<file path="src/rtl/mem_ctrl_pkg.sv">
// Shared types and constants for the memory-control path.
// The RAM sequencer and its wait counter both import this package.
package mem_ctrl_pkg;

    typedef enum logic [1:0] {
        IDLE   = 2'd0,
        ACCESS = 2'd1,
        RESP   = 2'd2
    } state_e;

    localparam logic RW_READ  = 1'b0;
    localparam logic RW_WRITE = 1'b1;

    localparam int ADDR_W_DEFAULT = 16;
    localparam int DATA_W_DEFAULT = 32;

    // A WAIT_CYCLES of 0 still needs a 1-bit counter.
    function automatic int cnt_width(input int wait_cycles);
        return (wait_cycles < 1) ? 1 : $clog2(wait_cycles + 1);
    endfunction

endpackage

</file>
<file path="src/rtl/wait_counter.sv">
// Down counter for RAM wait states.
// It is loaded with WAIT_CYCLES, decrements to zero and then holds there.
module wait_counter
    import mem_ctrl_pkg::*;
#(
    parameter int WAIT_CYCLES = 2
) (
    input  logic clk,
    input  logic rst,
    input  logic load_i,
    input  logic dec_i,
    output logic zero_o
);

    localparam int CW = cnt_width(WAIT_CYCLES);
    localparam logic [CW-1:0] LOAD_VAL = CW'(WAIT_CYCLES);

    logic [CW-1:0] cnt_q;
    logic [CW-1:0] cnt_d;

    always_comb begin
        cnt_d = cnt_q;
        if (load_i) begin
            cnt_d = LOAD_VAL;
        end else if (dec_i && (cnt_q != '0)) begin
            cnt_d = cnt_q - CW'(1);
        end
    end

    always_ff @(posedge clk or posedge rst) begin
        if (rst) begin
            cnt_q <= '0;
        end else begin
            cnt_q <= cnt_d;
        end
    end

    assign zero_o = (cnt_q == '0);

endmodule

</file>
<file path="src/rtl/ram_access_sequencer.sv">
// Sequences one request at a time onto a fixed-wait-state synchronous RAM.
// Each request returns one held response: read data, a write ack or a range error.
module ram_access_sequencer
    import mem_ctrl_pkg::*;
#(
    parameter int     ADDR_W      = ADDR_W_DEFAULT,
    parameter int     DATA_W      = DATA_W_DEFAULT,
    parameter int     WAIT_CYCLES = 2,
    parameter longint MEM_DEPTH   = 65536
) (
    input  logic              clk,
    input  logic              rst,
    input  logic              req_valid,
    output logic              req_ready,
    input  logic              req_rw,
    input  logic [ADDR_W-1:0] req_addr,
    input  logic [DATA_W-1:0] req_wdata,
    output logic              rsp_valid,
    input  logic              rsp_ready,
    output logic [DATA_W-1:0] rsp_rdata,
    output logic              rsp_err,
    output logic              mem_en,
    output logic              mem_we,
    output logic [ADDR_W-1:0] mem_addr,
    output logic [DATA_W-1:0] mem_wdata,
    input  logic [DATA_W-1:0] mem_rdata
);

    state_e            state_q;
    logic              mem_en_q;
    logic              mem_we_q;
    logic [ADDR_W-1:0] mem_addr_q;
    logic [DATA_W-1:0] mem_wdata_q;
    logic              rsp_valid_q;
    logic              rsp_err_q;
    logic [DATA_W-1:0] rsp_rdata_q;

    logic in_range;
    logic cnt_load;
    logic cnt_zero;

    // When the RAM fills the whole address space the check collapses to a constant.
    generate
        if (MEM_DEPTH >= (64'd1 << ADDR_W)) begin : g_full_range
            assign in_range = 1'b1;
        end else begin : g_part_range
            localparam logic [ADDR_W-1:0] DEPTH_LIM = ADDR_W'(MEM_DEPTH);
            assign in_range = (req_addr < DEPTH_LIM);
        end
    endgenerate

    assign cnt_load = (state_q == IDLE) && req_valid && in_range;

    wait_counter #(
        .WAIT_CYCLES(WAIT_CYCLES)
    ) u_wait_counter (
        .clk   (clk),
        .rst   (rst),
        .load_i(cnt_load),
        .dec_i (state_q == ACCESS),
        .zero_o(cnt_zero)
    );

    always_ff @(posedge clk or posedge rst) begin
        if (rst) begin
            state_q     <= IDLE;
            mem_en_q    <= 1'b0;
            mem_we_q    <= 1'b0;
            mem_addr_q  <= '0;
            mem_wdata_q <= '0;
            rsp_valid_q <= 1'b0;
            rsp_err_q   <= 1'b0;
            rsp_rdata_q <= '0;
        end else begin
            case (state_q)
                IDLE: begin
                    if (req_valid) begin
                        if (in_range) begin
                            state_q     <= ACCESS;
                            mem_en_q    <= 1'b1;
                            mem_we_q    <= req_rw;
                            mem_addr_q  <= req_addr;
                            mem_wdata_q <= req_wdata;
                        end else begin
                            state_q     <= RESP;
                            rsp_valid_q <= 1'b1;
                            rsp_err_q   <= 1'b1;
                            rsp_rdata_q <= '0;
                        end
                    end
                end
                ACCESS: begin
                    // mem_rdata is only valid in the last enable cycle.
                    if (cnt_zero) begin
                        state_q     <= RESP;
                        mem_en_q    <= 1'b0;
                        mem_we_q    <= 1'b0;
                        rsp_valid_q <= 1'b1;
                        rsp_err_q   <= 1'b0;
                        rsp_rdata_q <= (mem_we_q == RW_READ) ? mem_rdata : '0;
                    end
                end
                RESP: begin
                    if (rsp_ready) begin
                        state_q     <= IDLE;
                        rsp_valid_q <= 1'b0;
                        rsp_err_q   <= 1'b0;
                    end
                end
                default: state_q <= IDLE;
            endcase
        end
    end

    assign req_ready = (state_q == IDLE) && !rst;
    assign rsp_valid = rsp_valid_q;
    assign rsp_err   = rsp_err_q;
    assign rsp_rdata = rsp_rdata_q;
    assign mem_en    = mem_en_q;
    assign mem_we    = mem_we_q;
    assign mem_addr  = mem_addr_q;
    assign mem_wdata = mem_wdata_q;

endmodule

</file>
<file path="config.mk">
export PLATFORM = sky130hd
export DESIGN_NAME = ram_access_sequencer
export DESIGN_NICKNAME = d
export VERILOG_FILES = /design/src/rtl/mem_ctrl_pkg.sv /design/src/rtl/wait_counter.sv /design/src/rtl/ram_access_sequencer.sv
export SDC_FILE = /design/constraint.sdc
export NUM_CORES = 1
export LEC_CHECK = 0
export BUFFER_PORTS_ARGS = -buffer_cell sky130_fd_sc_hd__buf_2
export CORE_ASPECT_RATIO = 1.4
export CORE_MARGIN = 4
export CORE_UTILIZATION = 48
export CTS_CLUSTER_SIZE = 40
export DETAILED_ROUTE_END_ITERATION = 8
export GPL_ROUTABILITY_DRIVEN = 0
export PLACE_DENSITY = 0.85
export SLEW_MARGIN = 20
export SYNTH_ARGS = -nofsm -noshare
export SYNTH_HDL_FRONTEND = slang
export SYNTH_SLANG_ARGS = --single-unit
export TNS_END_PERCENT = 10
</file>
<file path="constraint.sdc">
create_clock -name clk -period 7.5 [get_ports clk]
set_input_delay 0.375 -clock clk [delete_from_list [all_inputs] [get_ports clk]]
set_output_delay 0.375 -clock clk [all_outputs]
set_load 0.02 [all_outputs]
</file>
==> reports/qor.txt <==
=======================================================================================
Die Footprint                                                              0.008800 sq mm
Worst min-delay path class                                                 input port to register
Clock transition at the registers of the reported paths                         0.08 ns
Dominant cell type by count on the critical path                           sky130_fd_sc_hd__nor2b_4
Class of the most critical setup path                                      register to register
Initial Utilization                                                              49.86%
Placement Cell Area                                                        0.004377 sq mm
Count of different cell masters after synthesis                                      27
Detail Route Antenna Nets                                                             0
# Max-Cap Violations                                                                  0
Post-Synthesis Cells                                                                280
Core ar.                                                                   0.007072 sq mm
DP HPWL                                                                         5992 um
Leading cell type in the layout, fill and taps excluded                    sky130_fd_sc_hd__buf_2
PD cells                                                                   474.7 mW/mm^2
Top routing layer in use                                                           met4
Number of clock buffers inserted by TritonCTS                                         9
Antenna violations before repair                                                      0
Depth of the most critical reg-to-reg path                                            4
Count of input and output buffers                                                   168
Global-route usage over all layers                                               18.64%
Sequential area share after synthesis                                            61.75%
Non-Filler Cell Area, Final                                                0.004586 sq mm
Yosys warning total                                                                   0
Cell type contributing the most total cell area after synthesis            sky130_fd_sc_hd__dfrtp_1
Data arrival time of the critical path                                          2.14 ns
Placement Setup Slack                                                          5.570 ns
Row cnt                                                                              36
Global-route wire length before repair                                        12,340 um
Commonest non-fill, non-tap cells in the layout                            168 x sky130_fd_sc_hd__buf_2, 87 x sky130_fd_sc_hd__dfrtp_1, 63 x sky130_fd_sc_hd__nand2_1
Share of layout cells above drive strength 1                                     52.56%
Count of vias placed by the detailed router                                       2,617
Total Neg Setup Slack                                                              0 ns
Normalized max-slew margin                                                       33.87%
Vias per Instance                                                                 4.811
Outcome                                                                       completed
Final worst path period share                                                    25.47%
Layout Skew                                                                 0.009147 ns
First drt pass iteration count                                                        4
Seq cells post-synth                                                                 87
Worst EP required                                                               7.73 ns
Static Leak                                                                    2.425 nW
Post_cts resized                                                                      0
Hold bufs inserted after CTS                                                          0
Number of global-route vias before repair                                         2,614
Total wirelength of the detailed-routed design                                  8106 um
Worst-case register-to-register setup slack                                     5.59 ns
Number of placed I/O pins                                                           170
Master cell of the clock root buffer                                       sky130_fd_sc_hd__clkbuf_8
Maximum single-stage delay on the critical path                                 0.55 ns
Min Tclk post-route                                                            1.911 ns
Transition time at the pin with the least slew margin                         0.9909 ns
Proportion of synthesized flip-flops having asynchronous set or reset            100.0%
Final core utilization                                                           64.84%
Nets in the synthesized netlist                                                     366
Number of violations reported at the end of detailed-routing iteration 0             93
Number of sinks driven by the clock tree                                             87
Worst Hold Slack                                                              0.2071 ns
Area added between synthesis and finish                                          30.06%
Max IR drop VDD                                                               0.3020 mV
Type of destination of the critical path                                       register
Maximum clock rate                                                           0.5234 GHz
Final Max Slew Viols                                                                  0
Pin count of the biggest net entering global routing                                 88
Wire length per cell after detailed routing                                    14.90 um
Detailed-routed wire length on met3                                              619 um
Unrepaired setup endpoints after global routing                                      no
Total length of routed met2 wires                                               4367 um
Worst Slack Setup Final                                                        5.589 ns
Die height                                                                     109.4 um
Most used DFF post-synth                                                   sky130_fd_sc_hd__dfrtp_1
# setup viols final                                                                   0
Mean instance size in the synthesized netlist                               12.59 sq um
Insertion delay of the later-clocked pin in the worst-skew pair                 0.35 ns
Combined area of all synthesized cells                                     0.003526 sq mm
H-Tree Depth                                                                          3
Met1 Routed Length                                                              2991 um
Critical path fanouts, max                                                           48
Number of nets in the layout                                                        530
Post-route DRC violation count                                                        0
Hold Violations, Final                                                                0
CP startpoint kind                                                             register
Die outline width                                                              80.44 um
Sequence of cells on the critical path                                     nor2b_4 > nor2b_4 > buf_4 > mux2_2
Area share of the largest cell type after synthesis                              61.75%
Ant. Diodes                                                                           0
Clock tree from TritonCTS                                                          done
Total gr overflow                                                                     0
Synth area leaders                                                         sky130_fd_sc_hd__dfrtp_1 62%, sky130_fd_sc_hd__mux2_2 9.3%, sky130_fd_sc_hd__mux2_4 8.5%, sky130_fd_sc_hd__nand2_1 6.7%, sky130_fd_sc_hd__o21ai_0 4.8%
Number of enable flip-flop cells after synthesis                                      0
Worst-case clock buffer depth                                                         2
Hold Path Stages                                                                      2
Post-CTS Setup Inserts                                                                0
Critical path's slowest cell                                               sky130_fd_sc_hd__buf_4
=======================================================================================
-- final cells by class --
class                           instances  area, sq um
Timing Repair Buffer                  171        867.1
Clock buffer                           12        135.1
Multi-Input combinational cell        169         1194
Inverter                                6        23.77
Fill cell                             578         2486
Sequential cell                        87         2177
Clock inverter                          4        70.07
Tap cell                               95        118.9
-- cell usage after synthesis (2+ instances only) --
cell                       count
sky130_fd_sc_hd__a21oi_1       4
sky130_fd_sc_hd__buf_4         3
sky130_fd_sc_hd__nor2_1        3
sky130_fd_sc_hd__clkbuf_1      6
sky130_fd_sc_hd__inv_1         6
sky130_fd_sc_hd__buf_2         5
sky130_fd_sc_hd__o21ai_0      34
sky130_fd_sc_hd__nand2b_1      2
sky130_fd_sc_hd__nand2_1      63
sky130_fd_sc_hd__mux2_2       29
sky130_fd_sc_hd__nor2b_4       2
sky130_fd_sc_hd__mux2_4       20
sky130_fd_sc_hd__buf_6         2
sky130_fd_sc_hd__dfrtp_1      87
sky130_fd_sc_hd__buf_12        2
-- routing by layer --
metal | vias up | global-route usage (%)
met5 | - | 0
met4 | 0 | 8.816
met1 | 1232 | 20.78
li1 | 1265 | -
met2 | 109 | 32.64
met3 | 11 | 5.164
-- report_power, final --
group / internal (W) / switching, W / total, W
Combinational: 0.000417 / 0.000591 / 0.00101
Sequential: 0.000699 / 0.000131 / 0.000830
Clock: 0.000187 / 0.000151 / 0.000338
-- sequential cells by signal, summed over array words and instances (netlist names) --
name,cells
mem_we,1
state_q,2
rsp_valid,1
mem_en,1
mem_addr,16
rsp_rdata,32
u_wait_counter.cnt_q,2
mem_wdata,32
-- metrics by stage --
stage               total power, W  std cells
global route              0.002321        544
CTS                       0.002205        544
floorplan                 0.001541        280
detailed placement        0.001862        528
global placement          0.001816        528
finish                    0.002177        544
-- logic make-up (layout without fill, tap and decap cells) --
| logic type | count (synthesis) | in the layout | synth area share, % |
|---|---|---|---|
| other | 1 | 1 | 0.1064 |
| DFF | 87 | 87 | 61.75 |
| AOI/OAI and AO/OA | 44 | 44 | 6.743 |
| muxes | 49 | 49 | 17.78 |
| adders and majority gates | 1 | 1 | 0.3548 |
| and+or+nand+nor | 74 | 74 | 8.872 |
| buffers and inverters | 24 | 193 | 4.400 |
-- critical path: cells and delay by family (launching register included) --
kind	cells	cell delay (ns)
muxes	1	0.41
buffers and inverters	1	0.55
and+or+nand+nor	2	0.30
DFF	1	0.49
-- worst paths after layout --
path / to / startpoint
max: mem_addr[6] / state_q[1]
min: state_q[1] / rsp_ready
max reg2reg: mem_addr[6] / state_q[1]
min reg2reg: rsp_rdata[12] / rsp_rdata[12]
max in group asynchronous: mem_wdata[7] / rst
min in group asynchronous: state_q[1] / rst
No activity file was read; power rests on OpenSTA's default activity.
